[src/rtl/ctrl_seq16_if.sv]
// Instruction-memory port plus the control bundle the sequencer drives into the
// register group and ALU.
interface ctrl_seq16_if #(
    parameter int PC_W = 12
);
    logic            imem_req;
    logic [PC_W-1:0] imem_addr;
    logic            imem_ack;
    logic [15:0]     imem_rdata;
    logic            alu_zero;
    logic [3:0]      alu_op;
    logic [3:0]      r_addrA;
    logic [3:0]      r_addrB;
    logic [3:0]      w_addr;
    logic [3:0]      i_d1;
    logic [3:0]      i_d2;
    logic            regwr;
    logic [PC_W-1:0] pc;
    logic            halted;

    modport master (
        output imem_req, imem_addr,
        input  imem_ack, imem_rdata, alu_zero,
        output alu_op, r_addrA, r_addrB, w_addr, i_d1, i_d2,
        output regwr, pc, halted
    );

    modport slave (
        input  imem_req, imem_addr,
        output imem_ack, imem_rdata, alu_zero,
        input  alu_op, r_addrA, r_addrB, w_addr, i_d1, i_d2,
        input  regwr, pc, halted
    );
endinterface

[src/rtl/ctrl_seq16.sv]
// Fetch/decode/exec/writeback sequencer for the 16-bit CPU: owns the PC, decodes
// each instruction word into register-group controls and pulses regwr in WB.
module ctrl_seq16 #(
    parameter int PC_W = 12
) (
    input  logic         clk,
    input  logic         rst,
    ctrl_seq16_if.master bus
);
    localparam logic [2:0] S_FETCH  = 3'd0;
    localparam logic [2:0] S_DECODE = 3'd1;
    localparam logic [2:0] S_EXEC   = 3'd2;
    localparam logic [2:0] S_WB     = 3'd3;
    localparam logic [2:0] S_HALT   = 3'd4;

    localparam logic [3:0] OP_ADD  = 4'h1;
    localparam logic [3:0] OP_SUB  = 4'h2;
    localparam logic [3:0] OP_AND  = 4'h3;
    localparam logic [3:0] OP_OR   = 4'h4;
    localparam logic [3:0] OP_XOR  = 4'h5;
    localparam logic [3:0] OP_SHL  = 4'h6;
    localparam logic [3:0] OP_SHR  = 4'h7;
    localparam logic [3:0] OP_ADDI = 4'h8;
    localparam logic [3:0] OP_SUBI = 4'h9;
    localparam logic [3:0] OP_BZ   = 4'hD;
    localparam logic [3:0] OP_HALT = 4'hE;
    localparam logic [3:0] OP_JMP  = 4'hF;

    logic [2:0]      stateReg, stateNext;
    logic [PC_W-1:0] pcReg, pcNext;
    logic [15:0]     irReg, irNext;

    logic [3:0] aluOpReg, rAddrAReg, rAddrBReg, wAddrReg, iD1Reg, iD2Reg;
    logic [3:0] aluOpNext, rAddrANext, rAddrBNext, wAddrNext, iD1Next, iD2Next;

    logic [3:0]      opc, fldRd, fldRs, fldRt;
    logic            isWriteOp;
    logic [PC_W-1:0] pcInc, brTarget, jmpTarget;

    assign opc   = irReg[15:12];
    assign fldRd = irReg[11:8];
    assign fldRs = irReg[7:4];
    assign fldRt = irReg[3:0];

    // Opcodes 1..9 are exactly the ones that end in a writeback cycle.
    assign isWriteOp = (opc >= OP_ADD) && (opc <= OP_SUBI);

    assign pcInc    = pcReg + {{(PC_W-1){1'b0}}, 1'b1};
    assign brTarget = pcReg + {{(PC_W-8){irReg[7]}}, irReg[7:0]};

    // Jump target is the low 12 instruction bits, zero-extended for wider PCs.
    genvar gi;
    generate
        for (gi = 0; gi < PC_W; gi++) begin : g_jmp
            if (gi < 12) begin : g_bit
                assign jmpTarget[gi] = irReg[gi];
            end else begin : g_zero
                assign jmpTarget[gi] = 1'b0;
            end
        end
    endgenerate

    always_comb begin
        aluOpNext  = 4'h0;
        rAddrANext = 4'h0;
        rAddrBNext = 4'h0;
        wAddrNext  = 4'h0;
        iD1Next    = 4'h0;
        iD2Next    = 4'h0;
        case (opc)
            OP_ADD, OP_SUB, OP_AND, OP_OR, OP_XOR, OP_SHL, OP_SHR: begin
                aluOpNext  = opc;
                rAddrANext = fldRs;
                rAddrBNext = fldRt;
                wAddrNext  = fldRd;
            end
            OP_ADDI, OP_SUBI: begin
                // imm4 also drives r_addrB so that imm4=0 reads R0 in register mode.
                aluOpNext  = (opc == OP_ADDI) ? OP_ADD : OP_SUB;
                rAddrANext = fldRs;
                rAddrBNext = fldRt;
                iD2Next    = fldRt;
                wAddrNext  = fldRd;
            end
            OP_BZ: begin
                rAddrANext = fldRd;
            end
            default: begin
            end
        endcase
    end

    always_comb begin
        stateNext = stateReg;
        pcNext    = pcReg;
        irNext    = irReg;
        case (stateReg)
            S_FETCH: begin
                if (bus.imem_ack) begin
                    irNext    = bus.imem_rdata;
                    stateNext = S_DECODE;
                end
            end
            S_DECODE: stateNext = S_EXEC;
            S_EXEC: begin
                if (isWriteOp) begin
                    stateNext = S_WB;
                end else if (opc == OP_JMP) begin
                    pcNext    = jmpTarget;
                    stateNext = S_FETCH;
                end else if (opc == OP_BZ) begin
                    pcNext    = bus.alu_zero ? brTarget : pcInc;
                    stateNext = S_FETCH;
                end else if (opc == OP_HALT) begin
                    stateNext = S_HALT;
                end else begin
                    pcNext    = pcInc;
                    stateNext = S_FETCH;
                end
            end
            S_WB: begin
                pcNext    = pcInc;
                stateNext = S_FETCH;
            end
            S_HALT: stateNext = S_HALT;
            default: stateNext = S_FETCH;
        endcase
    end

    always_ff @(posedge clk or posedge rst) begin
        if (rst) begin
            stateReg <= S_FETCH;
            pcReg    <= '0;
            irReg    <= '0;
        end else begin
            stateReg <= stateNext;
            pcReg    <= pcNext;
            irReg    <= irNext;
        end
    end

    // Decoded controls load once in DECODE and stay put through EXEC, WB and HALT.
    always_ff @(posedge clk or posedge rst) begin
        if (rst) begin
            aluOpReg  <= '0;
            rAddrAReg <= '0;
            rAddrBReg <= '0;
            wAddrReg  <= '0;
            iD1Reg    <= '0;
            iD2Reg    <= '0;
        end else if (stateReg == S_DECODE) begin
            aluOpReg  <= aluOpNext;
            rAddrAReg <= rAddrANext;
            rAddrBReg <= rAddrBNext;
            wAddrReg  <= wAddrNext;
            iD1Reg    <= iD1Next;
            iD2Reg    <= iD2Next;
        end
    end

    // rst gates the request directly so a fetch is withdrawn without waiting for a clock.
    assign bus.imem_req  = (stateReg == S_FETCH) && !rst;
    assign bus.imem_addr = pcReg;
    assign bus.regwr     = (stateReg == S_WB);
    assign bus.halted    = (stateReg == S_HALT);
    assign bus.pc        = pcReg;
    assign bus.alu_op    = aluOpReg;
    assign bus.r_addrA   = rAddrAReg;
    assign bus.r_addrB   = rAddrBReg;
    assign bus.w_addr    = wAddrReg;
    assign bus.i_d1      = iD1Reg;
    assign bus.i_d2      = iD2Reg;
endmodule

[src/flat_wrapper.sv]
// flat-port wrapper written by rule: the top's interface ports become plain ports
module ctrl_seq16_flat 
#(
    parameter int PC_W = 12
)
  (clk, rst, bus_imem_req, bus_imem_addr, bus_imem_ack, bus_imem_rdata, bus_alu_zero, bus_alu_op, bus_r_addrA, bus_r_addrB, bus_w_addr, bus_i_d1, bus_i_d2, bus_regwr, bus_pc, bus_halted);
  ctrl_seq16_if #(.PC_W(PC_W)) bus_i ();
  input  logic clk;
  input  logic rst;
  output wire logic [$bits(bus_i.imem_req)-1:0] bus_imem_req;
  output wire logic [$bits(bus_i.imem_addr)-1:0] bus_imem_addr;
  input wire logic [$bits(bus_i.imem_ack)-1:0] bus_imem_ack;
  input wire logic [$bits(bus_i.imem_rdata)-1:0] bus_imem_rdata;
  input wire logic [$bits(bus_i.alu_zero)-1:0] bus_alu_zero;
  output wire logic [$bits(bus_i.alu_op)-1:0] bus_alu_op;
  output wire logic [$bits(bus_i.r_addrA)-1:0] bus_r_addrA;
  output wire logic [$bits(bus_i.r_addrB)-1:0] bus_r_addrB;
  output wire logic [$bits(bus_i.w_addr)-1:0] bus_w_addr;
  output wire logic [$bits(bus_i.i_d1)-1:0] bus_i_d1;
  output wire logic [$bits(bus_i.i_d2)-1:0] bus_i_d2;
  output wire logic [$bits(bus_i.regwr)-1:0] bus_regwr;
  output wire logic [$bits(bus_i.pc)-1:0] bus_pc;
  output wire logic [$bits(bus_i.halted)-1:0] bus_halted;
  assign bus_imem_req = bus_i.imem_req;
  assign bus_imem_addr = bus_i.imem_addr;
  assign bus_i.imem_ack = bus_imem_ack;
  assign bus_i.imem_rdata = bus_imem_rdata;
  assign bus_i.alu_zero = bus_alu_zero;
  assign bus_alu_op = bus_i.alu_op;
  assign bus_r_addrA = bus_i.r_addrA;
  assign bus_r_addrB = bus_i.r_addrB;
  assign bus_w_addr = bus_i.w_addr;
  assign bus_i_d1 = bus_i.i_d1;
  assign bus_i_d2 = bus_i.i_d2;
  assign bus_regwr = bus_i.regwr;
  assign bus_pc = bus_i.pc;
  assign bus_halted = bus_i.halted;
  ctrl_seq16 #(.PC_W(PC_W)) u_core (.clk(clk), .rst(rst), .bus(bus_i));
endmodule
[config.mk]
export PLATFORM = sky130hd
export DESIGN_NAME = ctrl_seq16_flat
export DESIGN_NICKNAME = d
export VERILOG_FILES = /design/src/rtl/ctrl_seq16_if.sv /design/src/rtl/ctrl_seq16.sv /design/src/flat_wrapper.sv
export SDC_FILE = /design/constraint.sdc
export NUM_CORES = 1
export LEC_CHECK = 0
export ABC_CLOCK_PERIOD_IN_PS = 3000
export BUFFER_PORTS_ARGS = -buffer_cell sky130_fd_sc_hd__buf_4
export CAP_MARGIN = 10
export CORE_UTILIZATION = 52
export DETAILED_ROUTE_END_ITERATION = 6
export PLACE_DENSITY = 0.77
export SLEW_MARGIN = 20
export SYNTH_ARGS = -nofsm -noshare
export SYNTH_HDL_FRONTEND = slang
export SYNTH_SLANG_ARGS = --single-unit
[constraint.sdc]
create_clock -name clk -period 3 [get_ports clk]
set_clock_uncertainty 0.05 [all_clocks]
set_input_delay 0.3 -clock clk [delete_from_list [all_inputs] [get_ports clk]]
set_output_delay 0.3 -clock clk [all_outputs]
set_load 0.01 [all_outputs]
==> results by group <==
Clock tree
  – Clock sinks: 51
  – Total CTS buffers: 5
  – H-tree depth: 2
  – Root buf cell: clkbuf_8
  – Worst-skew pair later-pin latency: 310 ps
  – CTS tree: done
  – Clock-pin slew on the worst setup and hold paths: 100 ps
  – Maximum clock path buffer count: 2
  – Post-CTS setup buffer count: 0

Floorplanning
  – Die X: 80.3 um
  – Initial Util: 0.538
  – Num ports: 71
  – Die height: 80.3 um
  – Core area: 0.00592 mm^2
  – Die area: 0.00644 mm^2
  – Row count: 28

Global routing
  – First-pass GRT wire length: 12300 um
  – Grt total ovfl: 0
  – Total GRT Usage: 0.250
  – Met2 Use GR: 0.387
  – Vias in the first global route: 2473
  – GR Util met1: 0.367
  – Layer with the highest usage: met2
  – Met3 usage: 0.0352
  – Largest net degree at the start of global routing: 35
  – Initial antenna violation count: 0

Timing
  – Worst-Margin Slew: 632 ps
  – Slew headroom: 0.577
  – Tcrit/Tclk final: 0.789
  – Slew Viols, Final: 0
  – Unrepaired setup endpoints after global routing: false
  – Final setup fails: 0
  – Final setup TNS: 0 ps
  – Max Fclk: 423 MHz
  – Hold Fails Final Rpt: 0
  – Fin crit period: 2370 ps

Setup path
  – Crit-path cells: and3_2 -> nand2_1 -> a21oi_2 -> o21ai_1 -> a31oi_1 -> o22ai_1 -> a31oi_1
  – CP Max Fanout: 12
  – Worst setup path class: reg -> reg
  – Most used cell, CP: a31oi_1
  – Critical path's top delay family: compound AO/OA/AOI/OAI gates
  – CP startpoint kind: register
  – Flop2flop setup slack: 630 ps
  – WP data required: 3190 ps
  – Crit path DAT: 2550 ps
  – Largest stage delay, worst path: 580 ps
  – CP endpoint kind: register
  – Slowest-stage cell, CP: a21oi_2
  – Buf/Inv on CP: 0

Routing
  – Antenna Nets Post-Route: 0
  – Total Wirelength: 7610 um
  – First-pass iteration count of the detailed router: 4
  – DR vias: 2767
  – Drc violations: 0
  – Via-per-instance ratio: 5.93
  – Drt wl/cell: 16.3 um
  – Initial drt markers: 269

Run status
  – Outcome: completed

Synthesis
  – Sequential share of the synthesized area: 0.401
  – Post-synthesis simple-gate area fraction: 0.169
  – Post-synthesis xor/xnor area fraction: 0.0303
  – Synthesized-area fraction occupied by adder cells: 0.0534
  – Post-synthesis compound-gate area fraction: 0.198
  – Syn Std Cell Area: 0.00318 mm^2
  – Largest family of logic cells by synthesized area: compound AO/OA/AOI/OAI gates
  – EDFF count, synth: 0
  – Count of different cell masters after synthesis: 61
  – Mux share of post-synthesis cell area: 0.0633
  – Yosys warning count: 0
  – Number of synthesized register bits: 51
  – Main flop type after synthesis: dfrtp_1
  – Ys async rst share: 1.00
  – Post-Syn Instances: 342
  – Avg Cell Area, Syn: 9.31 um^2

Finish
  – N_diodes: 0
  – Syn-to-layout area delta: 17.1%
  – Final non-filler cell total: 467
  – Commonest cells after routing, fill and taps aside: buf_4, dfrtp_1, nand2_1
  – Fraction of layout cells with a size suffix above 1: 0.278
  – Register Area: 0.00128 mm^2
  – Commonest non-fill, non-tap cell in the layout: buf_4
  – Area taken by multi-input logic gates: 0.00165 mm^2
  – Nets@finish: 424
  – # fillers: 526

Pwr
  – Leakage: 0.00167 uW
  – Sw Pwr: 2010 uW
  – Flop pwr share: 0.331
  – Gate power share: 0.555
  – Net Sw Frac: 0.456
  – PD cells: 1180 mW/mm^2
  – Clock Power Share: 0.114
  – IR drop worst, VDD: 653 uV
  – Int Pwr: 2400 uW

Placement
  – Placed cell count: 458
  – Post-DP HPWL: 5590 um
  – Routability cong.: 0.881
  – Port buffer count: 66

Job
  – Maxcap violations: 0

Hold path
  – HP Class: in -> reg
[registers in the layout, summed over array words and instances (netlist names)]
name,flops
u_core.irReg,16
u_core.bus.r_addrB,4
u_core.bus.w_addr,4
u_core.stateReg,3
u_core.bus.imem_addr,12
u_core.bus.i_d2,4
u_core.bus.alu_op,4
u_core.bus.r_addrA,4
[final cells by class]
cell class | count | area share
multi-input cells | 248 | 0.444
clock inverters | 3 | 0.0124
repair buffers | 71 | 0.144
well taps | 75 | 0.0252
flip-flops and latches | 51 | 0.342
clock buffers | 5 | 0.0185
inverters | 14 | 0.0141
[logic make-up after synthesis]
| family | Yosys count |
|---|---|
| AND/OR/NAND/NOR | 107 |
| adder cells (fa/ha/maj) | 13 |
| other | 1 |
| buffers and inverters | 46 |
| AO/OA/AOI/OAI | 95 |
| flip-flops | 51 |
| multiplexers | 18 |
| XOR/XNOR | 11 |
[what timing repair did]
item	4_1_cts	5_1_grt
endpoints found under the setup margin	0	0
endpoints found under the hold margin	17	0
gates resized for setup	0	0
hold buffers	1	0
[worst reg2reg max path, delay by kind of cell, from the launching register on]
kind             cells  cell delay, ps
AO/OA/AOI/OAI        5            1230
AND/OR/NAND/NOR      2             480
flip-flops           1             550
[per-layer routing]
layer	up-vias	share of wire
li1	1316	-
met1	1325	0.46
met2	119	0.46
met3	7	0.068
met4	0	0.0057
met5	-	0
[cells in the mapped netlist, types with 7 or more instances]
master	number	area, um^2
a21oi_1	19	95.1
a31oi_1	10	62.6
buf_2	10	50.1
buf_4	19	143
dfrtp_1	51	1280
ha_1	12	150
inv_1	13	48.8
mux2_2	16	180
nand2_1	37	139
nand4_1	8	50.1
nor2_1	30	113
o21ai_0	23	115
xnor2_1	7	61.3
[worst paths after layout]
kind	startpoint	end	cells past startpoint
hold reg to reg	u_core.bus.r_addrB[1]	u_core.bus.r_addrB[1]	2
max in group asynchronous	rst	u_core.bus.imem_addr[3]	4
setup reg to reg	u_core.irReg[15]	u_core.bus.imem_addr[8]	7
hold / removal	bus_imem_rdata[1]	u_core.irReg[1]	3
setup / recovery	u_core.irReg[15]	u_core.bus.imem_addr[8]	7
min in group asynchronous	rst	u_core.stateReg[0]	3
[metrics by stage]
stage | area (um^2) | hold WS (ps) | setup WS, ps | util | power (uW)
floorplan | 3200 | 367 | 845 | - | 3190
global placement | 3600 | 272 | 746 | 0.608 | 3840
detailed placement | 3600 | 269 | 694 | 0.608 | 3900
CTS | 3730 | 152 | 669 | 0.630 | 4400
global route | 3730 | 146 | 415 | 0.630 | 4770
finish | 3730 | 155 | 634 | 0.630 | 4410
[power by group through the flow]
| stage | sequential [uW] | combinational [uW] | clock [uW] |
|---|---|---|---|
| after floorplan | 1330 | 1860 | 0 |
| after global placement | 1450 | 2380 | 0 |
| after detailed placement | 1460 | 2430 | 0 |
| after CTS | 1450 | 2450 | 504 |
| after global routing | 1510 | 2720 | 539 |
| final | 1460 | 2450 | 501 |
(Power assumes the default switching activity.)
